[src/rtl/bitslip_aligner.sv]
// Frame-lane bitslip controller: slips the ISERDES until the frame word matches FRAME_PATTERN, then holds lock.
// Optional automatic relock on loss of lock is compiled in with `define BITSLIP_ALIGNER_RELOCK_EN.
module bitslip_aligner #(
    parameter int             W             = 8,
    parameter logic [W-1:0]   FRAME_PATTERN = W'(8'hF0),
    parameter int             SETTLE_CYCLES = 16,
    parameter int             MATCH_COUNT   = 8,
    parameter int             MAX_SLIPS     = 7,
    parameter int             MISS_LIMIT    = 4
) (
    input  logic         sample_clk,
    input  logic         reset,
    input  logic         start,
    input  logic [W-1:0] frame_word,
    output logic         bitslip,
    output logic         aligned,
    output logic         fail,
    output logic [7:0]   slip_count,
    output logic         busy
);

    typedef enum logic [2:0] {
        S_IDLE, S_CHECK, S_SLIP, S_SETTLE, S_LOCKED, S_FAIL
    } state_t;

    localparam logic [7:0] MATCH_LAST  = 8'(MATCH_COUNT - 1);
    localparam logic [7:0] SETTLE_LAST = 8'(SETTLE_CYCLES - 1);
    localparam logic [7:0] SLIP_MAX    = 8'(MAX_SLIPS);

    // Out-of-range parameters leave this marker block in the elaborated hierarchy.
    if (SETTLE_CYCLES < 1 || SETTLE_CYCLES > 255 || MATCH_COUNT < 1 || MATCH_COUNT > 255 ||
        MAX_SLIPS < 0 || MAX_SLIPS > 255 || MISS_LIMIT < 1 || MISS_LIMIT > 255) begin : g_param_range_bad
    end

    state_t     state_q, state_d;
    logic [7:0] slip_cnt_q, slip_cnt_d;
    logic [7:0] match_cnt_q, match_cnt_d;
    logic [7:0] settle_cnt_q, settle_cnt_d;
    logic       bitslip_q, bitslip_d;
    logic       aligned_q, aligned_d;
    logic       fail_q, fail_d;
    logic       busy_q, busy_d;
    logic       word_match;

`ifdef BITSLIP_ALIGNER_RELOCK_EN
    localparam logic [7:0] MISS_LAST = 8'(MISS_LIMIT - 1);
    logic [7:0] miss_cnt_q, miss_cnt_d;
`endif

    assign word_match = (frame_word == FRAME_PATTERN);

    always_ff @(posedge sample_clk) begin
        if (reset) begin
            state_q      <= S_IDLE;
            slip_cnt_q   <= 8'd0;
            match_cnt_q  <= 8'd0;
            settle_cnt_q <= 8'd0;
            bitslip_q    <= 1'b0;
            aligned_q    <= 1'b0;
            fail_q       <= 1'b0;
            busy_q       <= 1'b0;
`ifdef BITSLIP_ALIGNER_RELOCK_EN
            miss_cnt_q   <= 8'd0;
`endif
        end else begin
            state_q      <= state_d;
            slip_cnt_q   <= slip_cnt_d;
            match_cnt_q  <= match_cnt_d;
            settle_cnt_q <= settle_cnt_d;
            bitslip_q    <= bitslip_d;
            aligned_q    <= aligned_d;
            fail_q       <= fail_d;
            busy_q       <= busy_d;
`ifdef BITSLIP_ALIGNER_RELOCK_EN
            miss_cnt_q   <= miss_cnt_d;
`endif
        end
    end

    always_comb begin
        state_d      = state_q;
        slip_cnt_d   = slip_cnt_q;
        match_cnt_d  = match_cnt_q;
        settle_cnt_d = settle_cnt_q;
`ifdef BITSLIP_ALIGNER_RELOCK_EN
        miss_cnt_d   = miss_cnt_q;
`endif
        if (start) begin
            state_d     = S_CHECK;
            slip_cnt_d  = 8'd0;
            match_cnt_d = 8'd0;
`ifdef BITSLIP_ALIGNER_RELOCK_EN
            miss_cnt_d  = 8'd0;
`endif
        end else begin
            case (state_q)
                S_IDLE: ;
                S_CHECK: begin
                    if (word_match) begin
                        match_cnt_d = match_cnt_q + 8'd1;
                        if (match_cnt_q == MATCH_LAST) begin
                            state_d = S_LOCKED;
                        end
                    end else begin
                        match_cnt_d = 8'd0;
                        state_d     = (slip_cnt_q == SLIP_MAX) ? S_FAIL : S_SLIP;
                    end
                end
                S_SLIP: begin
                    if (slip_cnt_q != 8'hFF) begin
                        slip_cnt_d = slip_cnt_q + 8'd1;
                    end
                    settle_cnt_d = SETTLE_LAST;
                    state_d      = S_SETTLE;
                end
                S_SETTLE: begin
                    if (settle_cnt_q == 8'd0) begin
                        match_cnt_d = 8'd0;
                        state_d     = S_CHECK;
                    end else begin
                        settle_cnt_d = settle_cnt_q - 8'd1;
                    end
                end
                S_LOCKED: begin
`ifdef BITSLIP_ALIGNER_RELOCK_EN
                    if (word_match) begin
                        miss_cnt_d = 8'd0;
                    end else if (miss_cnt_q == MISS_LAST) begin
                        state_d     = S_CHECK;
                        slip_cnt_d  = 8'd0;
                        match_cnt_d = 8'd0;
                        miss_cnt_d  = 8'd0;
                    end else begin
                        miss_cnt_d = miss_cnt_q + 8'd1;
                    end
`endif
                end
                S_FAIL: ;
                default: state_d = S_IDLE;
            endcase
        end
    end

    // Outputs are decoded from the next state so the registered copies track the state register.
    always_comb begin
        bitslip_d = (state_d == S_SLIP);
        aligned_d = (state_d == S_LOCKED);
        fail_d    = (state_d == S_FAIL);
        busy_d    = (state_d == S_CHECK) || (state_d == S_SLIP) || (state_d == S_SETTLE);
    end

    assign bitslip    = bitslip_q;
    assign aligned    = aligned_q;
    assign fail       = fail_q;
    assign busy       = busy_q;
    assign slip_count = slip_cnt_q;

endmodule

[config.mk]
export PLATFORM = sky130hd
export DESIGN_NAME = bitslip_aligner
export DESIGN_NICKNAME = d
export VERILOG_FILES = /design/src/rtl/bitslip_aligner.sv
export SDC_FILE = /design/constraint.sdc
export NUM_CORES = 1
export LEC_CHECK = 0
export ABC_AREA = 1
export CAP_MARGIN = 15
export CORE_UTILIZATION = 49
export CTS_CLUSTER_SIZE = 30
export DETAILED_ROUTE_END_ITERATION = 8
export GPL_ROUTABILITY_DRIVEN = 0
export PLACE_DENSITY = 0.87
export SYNTH_ARGS = -nofsm -noshare
export SYNTH_HDL_FRONTEND = slang
export SYNTH_SLANG_ARGS = --single-unit
[constraint.sdc]
create_clock -name sample_clk -period 1.4 [get_ports sample_clk]
set_input_delay 0.14 -clock sample_clk [delete_from_list [all_inputs] [get_ports sample_clk]]
set_output_delay 0.14 -clock sample_clk [all_outputs]
set_load 0.01 [all_outputs]
==> results of run 1 <==
==> cell usage in the layout, fill, tap and decap left out, types with 3 or more instances in the layout <==
cell / count
o21ai_0: 6
nor2_1: 29
clkbuf_4: 5
dfxtp_1: 20
a21oi_2: 3
nand3_2: 3
nor3_1: 6
dlygate4sd2_1: 9
nand2_4: 6
nor2_4: 4
a21oi_1: 14
dfxtp_2: 10
buf_4: 27
buf_6: 3
nand2_2: 8
inv_2: 10
inv_1: 30
nor3_2: 4
nand2_1: 44
nand4_1: 7
nand3_1: 12
clkdlybuf4s50_1: 13
o21ai_1: 4
xor2_1: 4
==> per-stage QoR <==
step	worst slack (ns)	cells	util	cell area, um2
CTS	-0.0675	347	0.743	2340
finish	-0.152	349	0.777	2450
detailed placement	-0.162	337	0.688	2170
global route	-0.178	349	0.777	2450
floorplan	0.00379	246	-	1700
global placement	-0.120	337	0.688	2170
==> synthesized netlist by cell type <==
| cell | number |
|---|---|
| nand4_1 | 7 |
| o21bai_4 | 1 |
| dfxtp_1 | 31 |
| nor3_2 | 1 |
| buf_6 | 1 |
| nand4_4 | 1 |
| nand2_1 | 53 |
| clkbuf_1 | 1 |
| o21ai_0 | 11 |
| nand3_1 | 15 |
| nor4_1 | 1 |
| a21oi_1 | 18 |
| o31ai_1 | 1 |
| o21ai_2 | 1 |
| xor2_1 | 5 |
| o21ai_1 | 1 |
| nand2_4 | 1 |
| nor2_1 | 32 |
| o21bai_1 | 1 |
| nor3_1 | 9 |
| o211a_1 | 1 |
| and3_1 | 1 |
| inv_2 | 4 |
| ha_1 | 3 |
| inv_1 | 37 |
| nand2_2 | 4 |
| xnor2_1 | 1 |
| nor2_2 | 1 |
| nor2_4 | 2 |
==> per-layer routing <==
metal	track usage	share of wire
met2	0.427	0.50
met4	0.133	0.024
met3	0.0725	0.059
met5	0	0
met1	0.259	0.41
==> power groups by stage <==
stage          logic (mW)  clock network [mW]  registers (mW)
6_report            0.289               0.751           0.908
5_1_grt             0.310               0.790           0.910
3_3_place_gp        0.224                   0           0.926
4_1_cts             0.256               0.754           0.907
2_1_floorplan       0.125                   0           0.929
3_5_place_dp        0.229                   0           0.927
==> critical path, stage by stage (launching register included) <==
cell and delay, ns:
dfxtp_4 0.37, ha_4 0.15, nand2_4 0.07, inv_2 0.06, nand4_1 0.16, o21bai_4 0.27
inv_2 0.11, o21ai_1 0.20, a21oi_1 0.06
==> flip-flops by register name (all words and copies together), names as in the netlist <==
register      flops
state_q           3
busy              1
bitslip           1
aligned           1
fail              1
match_cnt_q       8
slip_count        8
settle_cnt_q      8
==> layout make-up <==
cell class	count	area [um2]
flip-flops and latches	31	637
multi-input cells	172	1050
well taps	44	55.1
fillers	209	703
clock buffers	6	51.3
inverters	41	156
repair buffers	53	465
clock inverters	2	35.0
==> repair_timing <==
action / CTS / global route
pin swaps: 13 / 17
gates cloned: 0 / 0
setup endpoints to repair: 30 / 30
resized for setup: 37 / 31
setup buffers: 2 / 2
==> worst max-delay path by stage <==
stage | start | endpoint | cells after the start
after floorplan | slip_count[1]$_SDFFE_PP0P_ | slip_count[0]$_SDFFE_PP0P_ | 8
after global placement | frame_word[6] | busy$_SDFF_PP0_ | 10
after detailed placement | frame_word[6] | busy$_SDFF_PP0_ | 10
after CTS | settle_cnt_q[1]$_SDFFE_PP0P_ | match_cnt_q[3]$_SDFFE_PP0P_ | 10
after global routing | slip_count[0]$_SDFFE_PP0P_ | slip_count[0]$_SDFFE_PP0P_ | 8
final | slip_count[0]$_SDFFE_PP0P_ | slip_count[0]$_SDFFE_PP0P_ | 8
==> kinds of logic after synthesis <==
| group | after synthesis | share of synthesized area |
|---|---|---|
| DFF | 31 | 0.371 |
| adders and majority gates | 3 | 0.0224 |
| and+or+nand+nor | 128 | 0.354 |
| buffers and inverters | 43 | 0.101 |
| xor gates and xnor gates | 6 | 0.0314 |
| AOI/OAI and AO/OA | 35 | 0.121 |
==> out/summary.md, run 1 <==
The flow ran to the end, but the final reports show violations. The final reports fail on negative setup slack. From bottom edge to top edge, the die measures 60.5 um.

Setup repair after global routing could not meet its margin everywhere. The detailed router placed 1817 vias in this run. Along the worst path, the maximum fanout reaches 7. Setup violations remaining at the end of the flow were counted as 18.

End of the worst register-to-register path: slip_count[0]$_SDFFE_PP0P_. Between clock sinks in the finished design, the worst skew comes to 0.0213 ns. The first-pass GRT wire length came out at 6520 um.

The final number of hold-violating endpoints is 0, and the via-per-instance ratio is 5.21. The logs give 1652 for the via count of the first global-routing pass and 0 for the number of warnings reported in the yosys synthesis log. Clock-pin slew was measured on the worst setup and hold paths at 0.11 ns. The switching part of the total power was 0.256. The instance count along the most critical hold path is 1. The share of Yosys cell area claimed by the top area cell type is 0.371. The run gives 0.371 as the share of the yosys chip area belonging to registers.

The tools report the start of the worst register-to-register path as slip_count[0]$_SDFFE_PP0P_. The longest clock path from root to sink contains 2 buffers. From left edge to right edge, the die measures 60.5 um.

IR analysis of the VDD net gives a maximum drop of 916 uV. For the worst hold-check slack, the log shows 0.449 ns. Timing would allow up to 645 MHz. The share of post-route cells with drive strength above 1 was 0.328. Summing internal, switching and leakage power gives 1.95 mW.

The run gives 0 as the post-detailed-route count of antenna-violating nets. The logs give 0.00315 mm2 for the core area and 0.385 for the share of power burned in the clock network. The number of core rows is 20. The wire-length estimate of the detail-placed layout is 3010 um. The tools report the total global-route track usage as 0.242. For the headroom to the max-slew limit, the log shows 0.708.

The number of design-rule violations left by the first detailed-router iteration was 156. The root buffer cell was clkbuf_4. The endpoint required time on the critical path came out at 1.64 ns.

The final worst-path cycle share works out to 1.11. After detailed routing, the number of remaining DRC violations is 0. After global routing the overflow that remains totals 0. In this run the worst hold path is classified as register to register. The final critical-path setup slack is -0.152 ns.

The number of nets in the final layout is 318, and the synthesized cell area is 0.00167 mm2. The number of antenna violations at the first check in global routing is 0. The setup check on the worst reg-to-reg path leaves a slack of -0.15 ns. The tools report the first-pass iteration count of the detailed router as 4. The worst setup path is launched from a register. The tools report the nature of the critical path endpoint as a register.

After detailed routing, the average wire length per cell comes to 13.8 um. The setup path with the least slack is of type register to register. Yosys attributes the largest share of cell area to dfxtp_1 (37%), nand2_1 (12%), inv_1 (8.3%), nor2_1 (7.2%), a21oi_1 (5.4%). The number of buffers inserted by hold repair at cts is 0. The logs give -0.810 ns for the final-layout setup total negative slack and 1.12 nW for the static leakage. CTS built an H-tree with a depth of 2.

At the worst endpoint, the arrival time is 1.79 ns. Minimum clock period: 1.55 ns. The tools report the startpoint of the tightest hold check path as slip_count[3]$_SDFFE_PP0P_.

After synthesis the netlist holds a flip-flop and latch count of 31. Of all cell types, the one taking the most synthesized area is dfxtp_1. The netlist uses 29 different library cells.

The per-instance average area after synthesis is 6.81 um2, and the sequential power share is 0.466. For this design the total switching power over the nets is 498 uW. For the count of pins over their slew limit, the log shows 0. The cell depth of the worst flop-to-flop path is 8, and the number of diodes is 0. The share of total power in combinational logic came out at 0.149. The synthesized net count came out at 260. The pin slew with the least headroom to its limit was 0.436 ns; the initial core utilization was 0.531.

After detailed routing, the total wire length is 4810 um. Power density of the placed cells: 795 mW/mm2. For the insertion delay of the later-clocked pin in the worst-skew pair, the log shows 0.35 ns. The die covers 0.00365 mm2. TritonCTS built the clock tree. Cell internal power was estimated by the tool at 1.45 mW. The tool flagged a number of max-cap violations equal to 0. The total clock sinks is 31. The number of clock buffers added by TritonCTS is 5.

The number of I/O pins came out at 23. The maximum number of pins on one net before global-route repair is 11. The run gives 246 as the gate count after technology mapping. The count of buffers added on input and output ports is 22.

Compared with the post-synthesis result, the final layout area differs by 46.3%. For hold timing, the worst endpoint is slip_count[3]$_SDFFE_PP0P_.
(Power assumes the default switching activity.)
==> run 2: changes to the inputs <==
--- a/config.mk
+++ b/config.mk
@@ -11,7 +11,8 @@
 export CTS_CLUSTER_SIZE = 30
 export DETAILED_ROUTE_END_ITERATION = 8
 export GPL_ROUTABILITY_DRIVEN = 0
-export PLACE_DENSITY = 0.87
+export PLACE_DENSITY = 0.85
+export SKIP_CTS_REPAIR_TIMING = 1
 export SYNTH_ARGS = -nofsm -noshare
 export SYNTH_HDL_FRONTEND = slang
 export SYNTH_SLANG_ARGS = --single-unit
==> constraint.sdc (replaced) <==
create_clock -name sample_clk -period 1.9 [get_ports sample_clk]
set_input_delay 0.19 -clock sample_clk [delete_from_list [all_inputs] [get_ports sample_clk]]
set_output_delay 0.19 -clock sample_clk [all_outputs]
set_load 0.01 [all_outputs]
==> out/summary.md, run 2 (same netlist as run 1, synthesis figures left out) <==
After layout, the worst setup slack is 0.197 ns. The nature of the critical path endpoint is a register. The setup slack at placement is 0.207 ns, and the number of buffer cells added on primary ports is 22. For the final database, setup skew stands at 0.00935 ns.

The area overhead of the layout relative to synthesis was 23.4%; the number of diodes was 0. For this design, the slowest cell found on the critical path is dfxtp_1. The run gives 0.0789 as the met3 demand-to-capacity share in global routing. The design draws 1.36 mW. The finished layout holds 324 standard cells, fillers aside. The routed length per instance came out at 11.1 um. Critical path arrival: 1.96 ns. The maximum net fanout on the critical path is 5. Final number of hold-violating endpoints: 0. The most numerous cell type found on the critical path is nand2_1.

The maximum resistive drop on vdd was 533 uV. The via-per-instance ratio is 5.06, and the number of buffer and inverter stages on the critical path is 3. At the pin with the least slew margin, the transition time is 0.531 ns.

The end of the worst register-to-register path is slip_count[5]$_SDFFE_PP0P_. For this run, the top clock speed supported by timing is 587 MHz. Setup repair after global routing left no endpoint under its margin. The cell depth of the worst flop-to-flop path was 11.

Across the run, the number of max-cap violations was 0. For the met2 global-route usage, the log shows 0.378. The initial core utilization was 0.531. The number of I/O pins is 23, and the core area is 0.00315 mm2.

In this run the most critical hold path is launched from settle_cnt_q[5]$_SDFFE_PP0P_. The worst hold path belongs to the class register to register. The delay of the slowest cell on the worst path is 0.41 ns. STA classifies the critical path startpoint as a register. The critical path is of the register to register type.

The detailed-placement wirelength estimate is 2630 um. Met1 track demand over resource: 0.240. The detailed router finished its first iteration with 136 violations. After global routing, the most crowded layer is met2.

The first-pass iteration count of the detailed router is 4. STA puts the critical path data required time at 2.16 ns. The run gives 0.20 ns as the minimum setup slack among reg-to-reg paths.

TritonCTS built the clock tree. CTS placed an instance of clkbuf_4 at the clock tree root. Counting the buffers created by CTS gives 5. The count of pins over their slew limit is 0. The clock transition at the register clock pins on the worst setup and hold paths after CTS was 0.10 ns; the total clock sinks was 31. After detailed routing, the number of remaining DRC violations is 0. The commonest non-fill, non-tap cell in the layout is nand2_1. For the maximum level of the CTS H-tree, the log shows 2. The run gives 0.00365 mm2 as the floorplan die area. After global routing the overflow that remains totals 0.

For this design the ratio of total power to cell area is 659 mW/mm2. For this design the static power due to leakage is 0.895 nW. The top cell family by delay on the critical path is simple AND/OR/NAND/NOR gates. The tools report the headroom to the max-slew limit as 0.644.

The total of endpoints with negative setup slack in the final report is 0, and the minimum clock period is 1.70 ns. The number of antenna violations at the first check in global routing is 0. The run finished with clean final reports. Vertical extent of the die: 60.5 um. The worst hold path passes through 2 cells.

Summed over all failing endpoints, the final setup total negative slack is 0 ns. Measured along the x axis, the die boundary spans 60.5 um. The post-detailed-route count of antenna-violating nets is 0. The number of cells in the design after placement was 312; the number of core rows was 20. For the total vias in the final route, the log shows 1638. The endpoint with the worst hold slack is settle_cnt_q[5]$_SDFFE_PP0P_. The final design utilization is 0.655, and the aggregate routed wire length is 3590 um. No sink is reached through more buffers than the 2 on the longest clock path.

For the via count of the first global-routing pass, the log shows 1470. For the worst-skew pair, the clock arrives at the later sink with an insertion delay of 0.35 ns. The run gives 0.214 as the total global-route track usage. The startpoint identified for the worst register-to-register timing path is slip_count[0]$_SDFFE_PP0P_.

The final worst-path cycle share works out to 0.896. Share of post-route cells with drive strength above 1: 0.107. In the layout the commonest cells are nand2_1 (53), inv_1 (37), nor2_1 (32). The number of nets in the final layout was 293; the maximum number of pins on one net before global-route repair was 12. The first-pass GRT wire length was 5840 um. The signal on the critical path passes through ha_1 > nand2_1 > inv_1 > nand4_1 > o21bai_4 > buf_4 > nor2_1 > nand2_1 > nand2_1 > inv_1 > nor2_1.
run 2: changes by cell type in the layout (fill, tap and decap cells not counted), moves of 6 or more:
cell | before | now
dfxtp_1 | 20 | 31
clkdlybuf4s50_1 | 13 | 22
inv_2 | 10 | 4
dlygate4sd2_1 | 9 | 0
inv_1 | 30 | 37
nand2_1 | 44 | 53
dfxtp_2 | 10 | 0
buf_4 | 27 | 6
run 2: routing by layer:
layer | routed length, um | share of wire
met5 | 0 | 0
met4 | 40 | 0.011
met3 | 225 | 0.063
met2 | 1710 | 0.48
met1 | 1620 | 0.45
run 2: per-stage QoR:
| stage | hold WS (ns) | instance area (um2) |
|---|---|---|
| global route | 0.522 | 2070 |
| global placement | 0.448 | 1950 |
| detailed placement | 0.467 | 1950 |
| finish | 0.479 | 2070 |
| CTS | 0.483 | 2040 |
| floorplan | 0.384 | 1670 |
run 2: worst min-delay path, delay by kind of cell (launching register included):
| family | cells | cell delay [ns] |
|---|---|---|
| AO/OA/AOI/OAI | 1 | 0.05 |
| AND/OR/NAND/NOR | 1 | 0.06 |
| flip-flops | 1 | 0.32 |
run 2: layout make-up:
type | count | area [um2]
Clock buffer | 6 | 51.3
Clock inverter | 2 | 35.0
Fill cell | 287 | 1090
Inverter | 41 | 154
Multi-Input combinational cell | 172 | 885
Sequential cell | 31 | 621
Tap cell | 44 | 55.1
Timing Repair Buffer | 28 | 265
run 2: power by group:
group          leakage [nW]  switching (mW)  internal, mW
logic                 0.596          0.0801        0.0615
clock network        0.0482           0.238         0.311
registers             0.251          0.0103         0.661
run 2: how the worst max path moves through the flow:
stage / cells after the start / start / to / slack (ns)
final: 11 / slip_count[0]$_SDFFE_PP0P_ / slip_count[5]$_SDFFE_PP0P_ / 0.20
after global routing: 8 / slip_count[0]$_SDFFE_PP0P_ / slip_count[0]$_SDFFE_PP0P_ / 0.0008
after CTS: 8 / slip_count[0]$_SDFFE_PP0P_ / slip_count[0]$_SDFFE_PP0P_ / 0.20
after detailed placement: 8 / frame_word[3] / match_cnt_q[5]$_SDFFE_PP0P_ / 0.21
after global placement: 8 / frame_word[1] / match_cnt_q[5]$_SDFFE_PP0P_ / 0.28
after floorplan: 8 / slip_count[0]$_SDFFE_PP0P_ / slip_count[0]$_SDFFE_PP0P_ / 0.38
==> run 3: changes to the inputs <==
--- a/config.mk
+++ b/config.mk
@@ -10,8 +10,9 @@
 export CORE_UTILIZATION = 49
 export CTS_CLUSTER_SIZE = 30
 export DETAILED_ROUTE_END_ITERATION = 8
+export DONT_BUFFER_PORTS = 1
 export GPL_ROUTABILITY_DRIVEN = 0
-export PLACE_DENSITY = 0.85
+export PLACE_DENSITY = 0.76
 export SKIP_CTS_REPAIR_TIMING = 1
 export SYNTH_ARGS = -nofsm -noshare
 export SYNTH_HDL_FRONTEND = slang
==> out/summary.md, run 3 (same netlist as run 1, synthesis figures left out) <==
Endpoint with the worst hold slack: state_q[0]$_SDFF_PP0_. The maximum level of the CTS H-tree was 2. The kind of cell with the highest combined delay along the critical path is compound AO/OA/AOI/OAI gates. On the critical path, the stage with the largest delay is an instance of dfxtp_1. The cell area after placement is 0.00173 mm2. The worst setup path is launched from a register. TritonCTS built the clock tree. From bottom edge to top edge, the die measures 60.5 um. The flow ran to the end, and the final reports show no timing, DRC or antenna violations. For the total vias in the final route, the log shows 1512. The commonest non-fill, non-tap cell in the layout is nand2_1. Along the worst hold path, the cell count comes to 3. The headroom to the max-slew limit is 0.589.

End of the worst register-to-register path: slip_count[0]$_SDFFE_PP0P_. For the total clock sinks, the log shows 31. Library cell appearing most often on the critical path: inv_1.

Fill cells in the final layout number 331. In this run the worst path has a maximum fanout of 8. Summed over all cells, the static leakage comes to 0.789 nW. The logs give 0 for the total grt overflow and 0.00315 mm2 for the core area.

Start of the worst register-to-register path: slip_count[1]$_SDFFE_PP0P_. STA classifies the critical path endpoint as a register. Dividing the detail-routed wire length by the instance count gives 11.0 um.

Traced cell by cell, the critical path runs through ha_1 > nand2_1 > inv_1 > nand4_1 > o21bai_4 > inv_1 > o21ai_0 > a21oi_1. The power density of the placed cells was 660 mW/mm2; the via count of the first global-routing pass was 1321. The cell depth of the worst flop-to-flop path is 8. Once placement completed, the tool counted placed cells totaling 290. Maximum count of clock buffers along a single path: 2. The logs give 489 uV for the maximum resistive drop on vdd and 12 for the maximum number of pins on one net before global-route repair.

The first-pass GRT wire length came out at 5350 um. The total of endpoints with negative setup slack in the final report is 0. The combined area of the multi-input logic cells was 885 um2.

For the worst setup path, the data required time is 2.14 ns. Setup repair after global routing left no endpoint under its margin. The minimum setup slack among reg-to-reg paths is 0.21 ns, and the number of I/O pins is 23. The clock reaches the later pin of the worst-skew pair after 0.35 ns. The run gives 0 ns as the final-layout setup total negative slack. The share of post-route cells with drive strength above 1 is 0.0984, and the floorplan die width is 60.5 um. The clock transition at the register clock pins on the worst setup and hold paths after CTS is 0.10 ns, and the clock buffer count from CTS is 5. The number of diodes was 0; the count of pins over their slew limit was 0. The run gives 0.531 as the initial core utilization.

The library cells used most frequently in the layout, excluding fill and tap cells, are nand2_1 (53), inv_1 (37), nor2_1 (32). On the final layout, the worst clock skew is 0.00373 ns. The startpoint identified for the worst hold timing path is reset. The detailed-placement wirelength estimate was 2430 um.

The minimum clock period works out to 1.69 ns. Max-cap violations in this run came to 0. For the number of design-rule violations left by the first detailed-router iteration, the log shows 41.

The class of the tightest hold or removal check was input pin to register. The tools report the number of nets in the final layout as 268. The final number of hold-violating endpoints is 0. The remaining routing DRC violations was 0; the first-pass iteration count of the detailed router was 4. The post-detailed-route count of antenna-violating nets is 0, and the via-per-instance ratio is 5.07. The final worst-path cycle share was 0.887; the number of antenna violations at the first check in global routing was 0.

Data on the critical path arrives at its endpoint at 1.93 ns. Total global-route track usage: 0.205. The final cell count without fillers is 298, and the number of buffer cells added on primary ports is 0. The die covers 0.00365 mm2. For the number of core rows, the log shows 20.

For this block, the routed nets add up to 3280 um of wire. The critical path in this run is classified as register to register. For this run, the slowest stage of the critical path takes 0.43 ns. The finished cells cover 0.00180 mm2. From synthesis to final layout, the design area changed by 7.25%. At the pin with the least slew margin, the transition time is 0.614 ns. The tree is rooted in a clkbuf_4.

The number of buffer and inverter stages on the critical path works out to 2. In the final layout, flip-flops and latches occupy 621 um2. For this run, the top clock speed supported by timing is 593 MHz.
## run 3: final cells by class
cell class                 instances  area share
inverter                          41      0.0857
multi-input combinational        172       0.493
timing repair buffer               3      0.0139
sequential                        31       0.346
clock buffer                       6      0.0286
tap                               44      0.0307
clock inverter                     1     0.00279
## run 3: worst reg2reg max path: cells and delay by family (launching register included)
| family | cells | cell delay [ns] |
|---|---|---|
| simple gates | 2 | 0.25 |
| buf+inv | 2 | 0.23 |
| fa+ha+maj | 1 | 0.22 |
| flops | 1 | 0.43 |
| compound gates | 3 | 0.45 |
## run 3: power by group
group | switching, mW | total, mW | internal [mW]
Combinational | 0.0710 | 0.106 | 0.0353
Clock | 0.235 | 0.406 | 0.171
Sequential | 0.0121 | 0.673 | 0.661
Total | 0.318 | 1.19 | 0.867
## run 3: routing by layer
metal  track usage  part of all wire
met1         0.241              0.47
met4         0.117             0.021
met3        0.0640             0.060
met5             0                 0
met2         0.330              0.45
## run 3: worst max path at each step
| stage | startpoint | endpoint | depth (start not counted) |
|---|---|---|---|
| global placement | slip_count[1]$_SDFFE_PP0P_ | slip_count[0]$_SDFFE_PP0P_ | 8 |
| floorplan | slip_count[0]$_SDFFE_PP0P_ | slip_count[0]$_SDFFE_PP0P_ | 8 |
| detailed placement | slip_count[1]$_SDFFE_PP0P_ | slip_count[0]$_SDFFE_PP0P_ | 8 |
| finish | slip_count[1]$_SDFFE_PP0P_ | slip_count[0]$_SDFFE_PP0P_ | 8 |
| global route | settle_cnt_q[0]$_SDFFE_PP0P_ | match_cnt_q[4]$_SDFFE_PP0P_ | 11 |
| CTS | slip_count[1]$_SDFFE_PP0P_ | slip_count[0]$_SDFFE_PP0P_ | 8 |
## run 3: through the flow
step	hold WS, ns	worst slack, ns	power, mW	utilization
CTS	-0.104	0.222	1.18	0.566
detailed placement	0.264	0.234	0.790	0.548
floorplan	0.384	0.380	0.777	-
finish	0.0346	0.215	1.19	0.569
global placement	0.261	0.256	0.789	0.548
global route	0.0467	0.0418	1.22	0.569
